$ cat src/rtl/inst_fetch.sv
// Instruction-fetch unit: PC, loadable instruction memory, start/run/halt control
// and retired-instruction counter feeding the single-cycle decoder.
module inst_fetch #(
  parameter int          ADDR_WIDTH = 6,
  parameter logic [31:0] RESET_PC   = 32'h0000_0000,
  parameter logic [31:0] HALT_INST  = 32'h0000_000C
) (
  input  logic                  clk,
  input  logic                  rst,
  input  logic                  start,
  input  logic                  stall,
  input  logic                  jump,
  input  logic                  branch,
  input  logic                  zero,
  input  logic                  ld_en,
  input  logic [ADDR_WIDTH-1:0] ld_addr,
  input  logic [31:0]           ld_data,
  output logic [31:0]           inst,
  output logic [31:0]           pc,
  output logic                  inst_valid,
  output logic                  halted,
  output logic [31:0]           retired
);

  typedef enum logic [1:0] {
    IDLE = 2'd0,
    RUN  = 2'd1,
    HALT = 2'd2
  } state_t;

  state_t state;
  state_t next_state;

  logic [31:0]           mem [0:(2**ADDR_WIDTH)-1];
  logic [ADDR_WIDTH-1:0] index;
  logic [31:0]           fetched;
  logic [31:0]           pc_plus4;
  logic [31:0]           branch_off;
  logic [31:0]           next_pc;
  logic                  advance;
  logic                  is_halt;

  // Memory has no reset so a loaded program survives a mid-run reset.
  always_ff @(posedge clk) begin
    if (ld_en) begin
      mem[ld_addr] <= ld_data;
    end
  end

  assign index      = pc[ADDR_WIDTH+1:2];
  assign fetched    = mem[index];
  assign inst       = inst_valid ? fetched : 32'h0;
  assign pc_plus4   = pc + 32'd4;
  assign branch_off = {{14{fetched[15]}}, fetched[15:0], 2'b00};
  assign advance    = (state == RUN) && !stall;
  assign is_halt    = (fetched == HALT_INST);

  always_comb begin
    next_pc = pc_plus4;
    if (jump) begin
      next_pc = {pc_plus4[31:28], fetched[25:0], 2'b00};
    end else if (branch && zero) begin
      next_pc = pc_plus4 + branch_off;
    end
  end

  always_ff @(posedge clk or negedge rst) begin
    if (!rst) begin
      state <= IDLE;
    end else begin
      state <= next_state;
    end
  end

  always_comb begin
    next_state = state;
    case (state)
      IDLE:    if (start) next_state = RUN;
      RUN:     if (!stall && is_halt) next_state = HALT;
      HALT:    next_state = HALT;
      default: next_state = IDLE;
    endcase
  end

  always_comb begin
    inst_valid = (state == RUN);
    halted     = (state == HALT);
  end

  // The halt word retires but holds the PC on itself.
  always_ff @(posedge clk or negedge rst) begin
    if (!rst) begin
      pc      <= RESET_PC;
      retired <= 32'd0;
    end else if (advance) begin
      retired <= retired + 32'd1;
      if (!is_halt) begin
        pc <= next_pc;
      end
    end
  end

endmodule

$ cat config.mk
export PLATFORM = sky130hd
export DESIGN_NAME = inst_fetch
export DESIGN_NICKNAME = d
export VERILOG_FILES = /design/src/rtl/inst_fetch.sv
export SDC_FILE = /design/constraint.sdc
export NUM_CORES = 2
export LEC_CHECK = 0
export BUFFER_PORTS_ARGS = -buffer_cell sky130_fd_sc_hd__buf_2
export CAP_MARGIN = 15
export CELL_PAD_IN_SITES_DETAIL_PLACEMENT = 0
export CELL_PAD_IN_SITES_GLOBAL_PLACEMENT = 1
export CORE_AREA = 2 2 413 415
export CTS_CLUSTER_SIZE = 40
export DETAILED_ROUTE_END_ITERATION = 8
export DIE_AREA = 0 0 415 417
export PLACE_DENSITY_LB_ADDON = 0.1
export SYNTH_ARGS = -nofsm -noshare
export SYNTH_HDL_FRONTEND = slang
export SYNTH_SLANG_ARGS = --single-unit
$ cat constraint.sdc
create_clock -name clk -period 5.6 [get_ports clk]
set_clock_uncertainty 0.05 [all_clocks]
set_input_delay 0.56 -clock clk [delete_from_list [all_inputs] [get_ports clk]]
set_output_delay 0.56 -clock clk [all_outputs]
set_load 0.01 [all_outputs]
==> impl_results.rst <==
.. list-table::
   :header-rows: 1

   * - Metric
     - Value
   * - Proportion of layout cells with a drive suffix above 1
     - 0.323
   * - Largest driver fanout on the critical path
     - 35
   * - H-tree level count
     - 4
   * - P_leak
     - 32.1 nW
   * - Post-detail-place hpwl
     - 143 mm
   * - Power dissipated by switching net loads
     - 16.9 mW
   * - Minimum setup slack among reg-to-reg paths
     - 150 ps
   * - Total standard cell area after synthesis
     - 83900 um2
   * - First-pass GRT wire length
     - 330 mm
   * - Final worst path period share
     - 0.973
   * - DIE HEIGHT
     - 417 um
   * - DRC viols
     - 0
   * - Aggregate global routing overflow
     - 0
   * - Tightest hold margin
     - 59.8 ps
   * - Critical path class
     - register to register
   * - Flip-flop and latch count after synthesis
     - 2112
   * - Cells taking the most area after synthesis
     - edfxtp_1, mux4_2, mux2i_1
   * - Clock-pin slew on the worst setup and hold paths
     - 60 ps
   * - Slowest stage cell, crit path
     - mux4_2
   * - Vias per Instance
     - 6.16
   * - Share of power burned in combinational logic
     - 0.381
   * - Initial cell density of the core
     - 0.498
   * - Floorplan die area
     - 173000 um2
   * - RePlAce Congestion
     - 0.864
   * - Placed Cells incl. Taps
     - 6565
   * - Maxcap violations
     - 0
   * - Synthesis-to-finish area growth
     - 16.5%
   * - Delay of the slowest cell on the worst path
     - 600 ps
   * - Biggest area consumer among synthesized cells
     - edfxtp_1
   * - Final count of negative-setup-slack endpoints
     - 0
   * - TritonCTS sink count
     - 2112
   * - Area share of the largest cell type after synthesis
     - 0.733
   * - Arrival time at the worst endpoint
     - 6100 ps
   * - Core Region
     - 169000 um2
   * - Worst EP required
     - 6250 ps
   * - Maximum ir drop on the vdd rail
     - 326 uV
   * - Clk Latency, worst-skew pair
     - 880 ps
   * - Mean post-synth cell area
     - 20.9 um2
   * - Unrepaired setup endpoints after global routing
     - true
   * - Worst flop-to-flop path endpoint
     - pc[27]
   * - Number of nets in the final layout
     - 4676
   * - Maximum number of pins on one net before global-route repair
     - 65
   * - Post-synth top cells
     - edfxtp_1, mux4_2, mux2i_1, nor2_1, nand2_1
   * - Startpoint of the lowest-slack hold path
     - ld_data[26]
   * - Fmax
     - 0.184 GHz
   * - Summed area of non-filler cells in the final layout
     - 97700 um2
   * - Main synth FF type
     - edfxtp_1
   * - Number of standard cells in the layout, taps in and fillers out
     - 7001
   * - Cell at the root of the clock tree
     - clkbuf_16
   * - Kind of end point of the critical path
     - register
   * - Kind of launch point of the worst setup path
     - register
   * - CTS tree
     - done
   * - Headroom to the max-slew limit
     - 0.179
   * - Synthesized instance count
     - 4006
   * - Total internal power
     - 34.0 mW
   * - Min-Delay Endpoint
     - mem[56][26]
   * - Final Routed Wirelength
     - 235 mm
   * - Average wire per cell in the routed design
     - 33.5 um
   * - Final Critical Period
     - 5450 ps
   * - Number of standard-cell rows in the floorplan
     - 151
   * - Async S/R FF share, synth
     - 0.0303
   * - Leading cell type by number of instances after synthesis
     - edfxtp_1
   * - Sequential fraction of the synthesis area
     - 0.752
   * - Iter 0 DRT Violations
     - 5025
   * - Vias
     - 43100
   * - Clk pwr share
     - 0.268
   * - Cells along the critical path
     - buf_12, buf_4, clkbuf_16, buf_4, mux4_2, mux4_2, mux2_2, o211ai_1, or4b_1, a2111o_1, a2111oi_2, o221ai_1, and2_2, buf_12, mux2_4
   * - Min-delay worst type
     - input port to register
   * - Flop pwr share
     - 0.351
   * - Antenna violations before repair
     - 17
   * - Number of library cell types mapped by synthesis
     - 72
   * - Final number of hold-violating endpoints
     - 0
   * - Vias in the first global route
     - 42900
   * - All-layer global routing usage
     - 0.272
   * - Number of buffers inserted during clock tree synthesis
     - 211
   * - Number of nets still failing antenna checks after routing
     - 0
   * - Launch instance of the worst register-to-register path
     - pc[2]
   * - Count of input and output buffers
     - 141
   * - Switching Fraction
     - 0.332
   * - Slew at the pin closest to its max-slew limit
     - 1230 ps
   * - Warnings, synthesis
     - 0
   * - Die Span X
     - 415 um
   * - Clock Path Buffers
     - 3
   * - Placed cell area
     - 90400 um2
   * - Post-synth EDFFs
     - 2048
   * - Number of iterations in the first detailed-routing pass
     - 6
   * - Worst Hold Depth
     - 1
   * - Total negative slack
     - 0 ps
   * - Worst r2r path cells
     - 15
   * - Power density relative to cell area
     - 520 nW/um2
   * - Final count of pins violating max slew
     - 0
   * - Outcome
     - completed
   * - I/O pin count
     - 144
-- what timing repair did --
| item | 4_1_cts | 5_1_grt |
|---|---|---|
| hold buffers | 3 | 0 |
| gates cloned | 0 | 4 |
| pin swaps | 2 | 9 |
| gates resized for setup | 17 | 56 |
| setup endpoints to repair | 28 | 30 |
| setup buffers | 2 | 25 |
| hold endpoints to repair | 65 | 0 |
-- cell usage in the layout, fill, tap and decap left out, types with 12 or more instances in the layout --
| cell | n |
|---|---|
| edfxtp_1 | 2048 |
| mux4_2 | 529 |
| buf_4 | 376 |
| clkbuf_16 | 215 |
| mux2i_1 | 180 |
| buf_2 | 141 |
| nand2_1 | 133 |
| nor2_1 | 77 |
| a21oi_1 | 69 |
| clkinv_1 | 68 |
| nor2_4 | 64 |
| dfrtp_1 | 58 |
| nand3_1 | 55 |
| xnor2_1 | 50 |
| o21ai_0 | 48 |
| clkbuf_1 | 47 |
| inv_1 | 39 |
| buf_12 | 38 |
| clkinv_2 | 35 |
| a22oi_1 | 34 |
| ha_1 | 32 |
| xor2_1 | 28 |
| a221oi_1 | 23 |
| mux2_2 | 23 |
| o211ai_1 | 23 |
| and2_1 | 21 |
| nand4_1 | 19 |
| nor3_1 | 16 |
| and3_1 | 16 |
| mux2_4 | 13 |
| bufinv_16 | 13 |
| nand2b_1 | 12 |
-- power by group through the flow --
stage	registers, mW	logic, mW	clock network [mW]
2_1_floorplan	18.1	10.9	0
3_3_place_gp	18.2	18.6	0
3_5_place_dp	18.2	18.6	0
4_1_cts	17.9	18.8	13.8
5_1_grt	17.9	20.4	14.4
6_report	17.9	19.3	13.6
-- layer usage --
metal	share of wire	GRT usage	wire, um	up-vias
met5	0.000055	0	13	-
met4	0.023	0.0672	5510	2
met3	0.066	0.0378	15500	303
met2	0.49	0.446	116000	1588
met1	0.42	0.391	97900	23300
li1	-	-	-	17900
-- layout make-up --
cell class	instances	area (um2)
Inverter	41	154
Clock buffer	259	5470
Clock inverter	136	1170
Fill cell	12500	70800
Antenna cell	6	15.0
Timing Repair Buffer	579	4720
Tap cell	2218	2780
Sequential cell	2112	63100
Multi-Input combinational cell	1650	20300
-- kinds of logic (layout without fill, tap and decap cells) --
logic type               after synthesis  after routing  share of synthesized area
flip-flops                          2112           2112                      0.752
multiplexers                         748            748                      0.169
AND/OR/NAND/NOR                      481            481                     0.0267
AO/OA/AOI/OAI                        306            306                     0.0245
buffers and inverters                245           1015                     0.0141
XOR/XNOR                              78             78                    0.00814
adder cells (fa/ha/maj)               35             35                    0.00531
other                                  1              8                  0.0000447
-- sequential cells by signal, summed over array words and instances, names as in the netlist --
register  flops
retired      32
pc           30
mem        2048
state         2
-- worst max path at each step --
stage	slack (ps)	from	end
2_1_floorplan	-10	pc[2]	pc[29]
3_3_place_gp	-360	pc[2]	pc[31]
3_5_place_dp	-340	pc[2]	pc[31]
4_1_cts	-1	pc[2]	pc[29]
5_1_grt	-50	pc[2]	pc[29]
6_report	150	pc[2]	pc[27]
-- critical path, delay by kind of cell, from the launching register on --
family / cells / cell delay, ps
muxes: 4 / 1800
buffers and inverters: 5 / 890
and+or+nand+nor: 2 / 770
DFF: 1 / 530
AOI/OAI and AO/OA: 4 / 1210
-- per-stage QoR --
step / power, mW / worst slack [ps] / utilization
floorplan: 29.0 / -9.65 / -
global placement: 36.8 / -364 / 0.536
detailed placement: 36.8 / -342 / 0.536
CTS: 50.5 / -1.17 / 0.576
global route: 52.7 / -47.9 / 0.580
finish: 50.8 / 154 / 0.580
(Power assumes the default switching activity.)
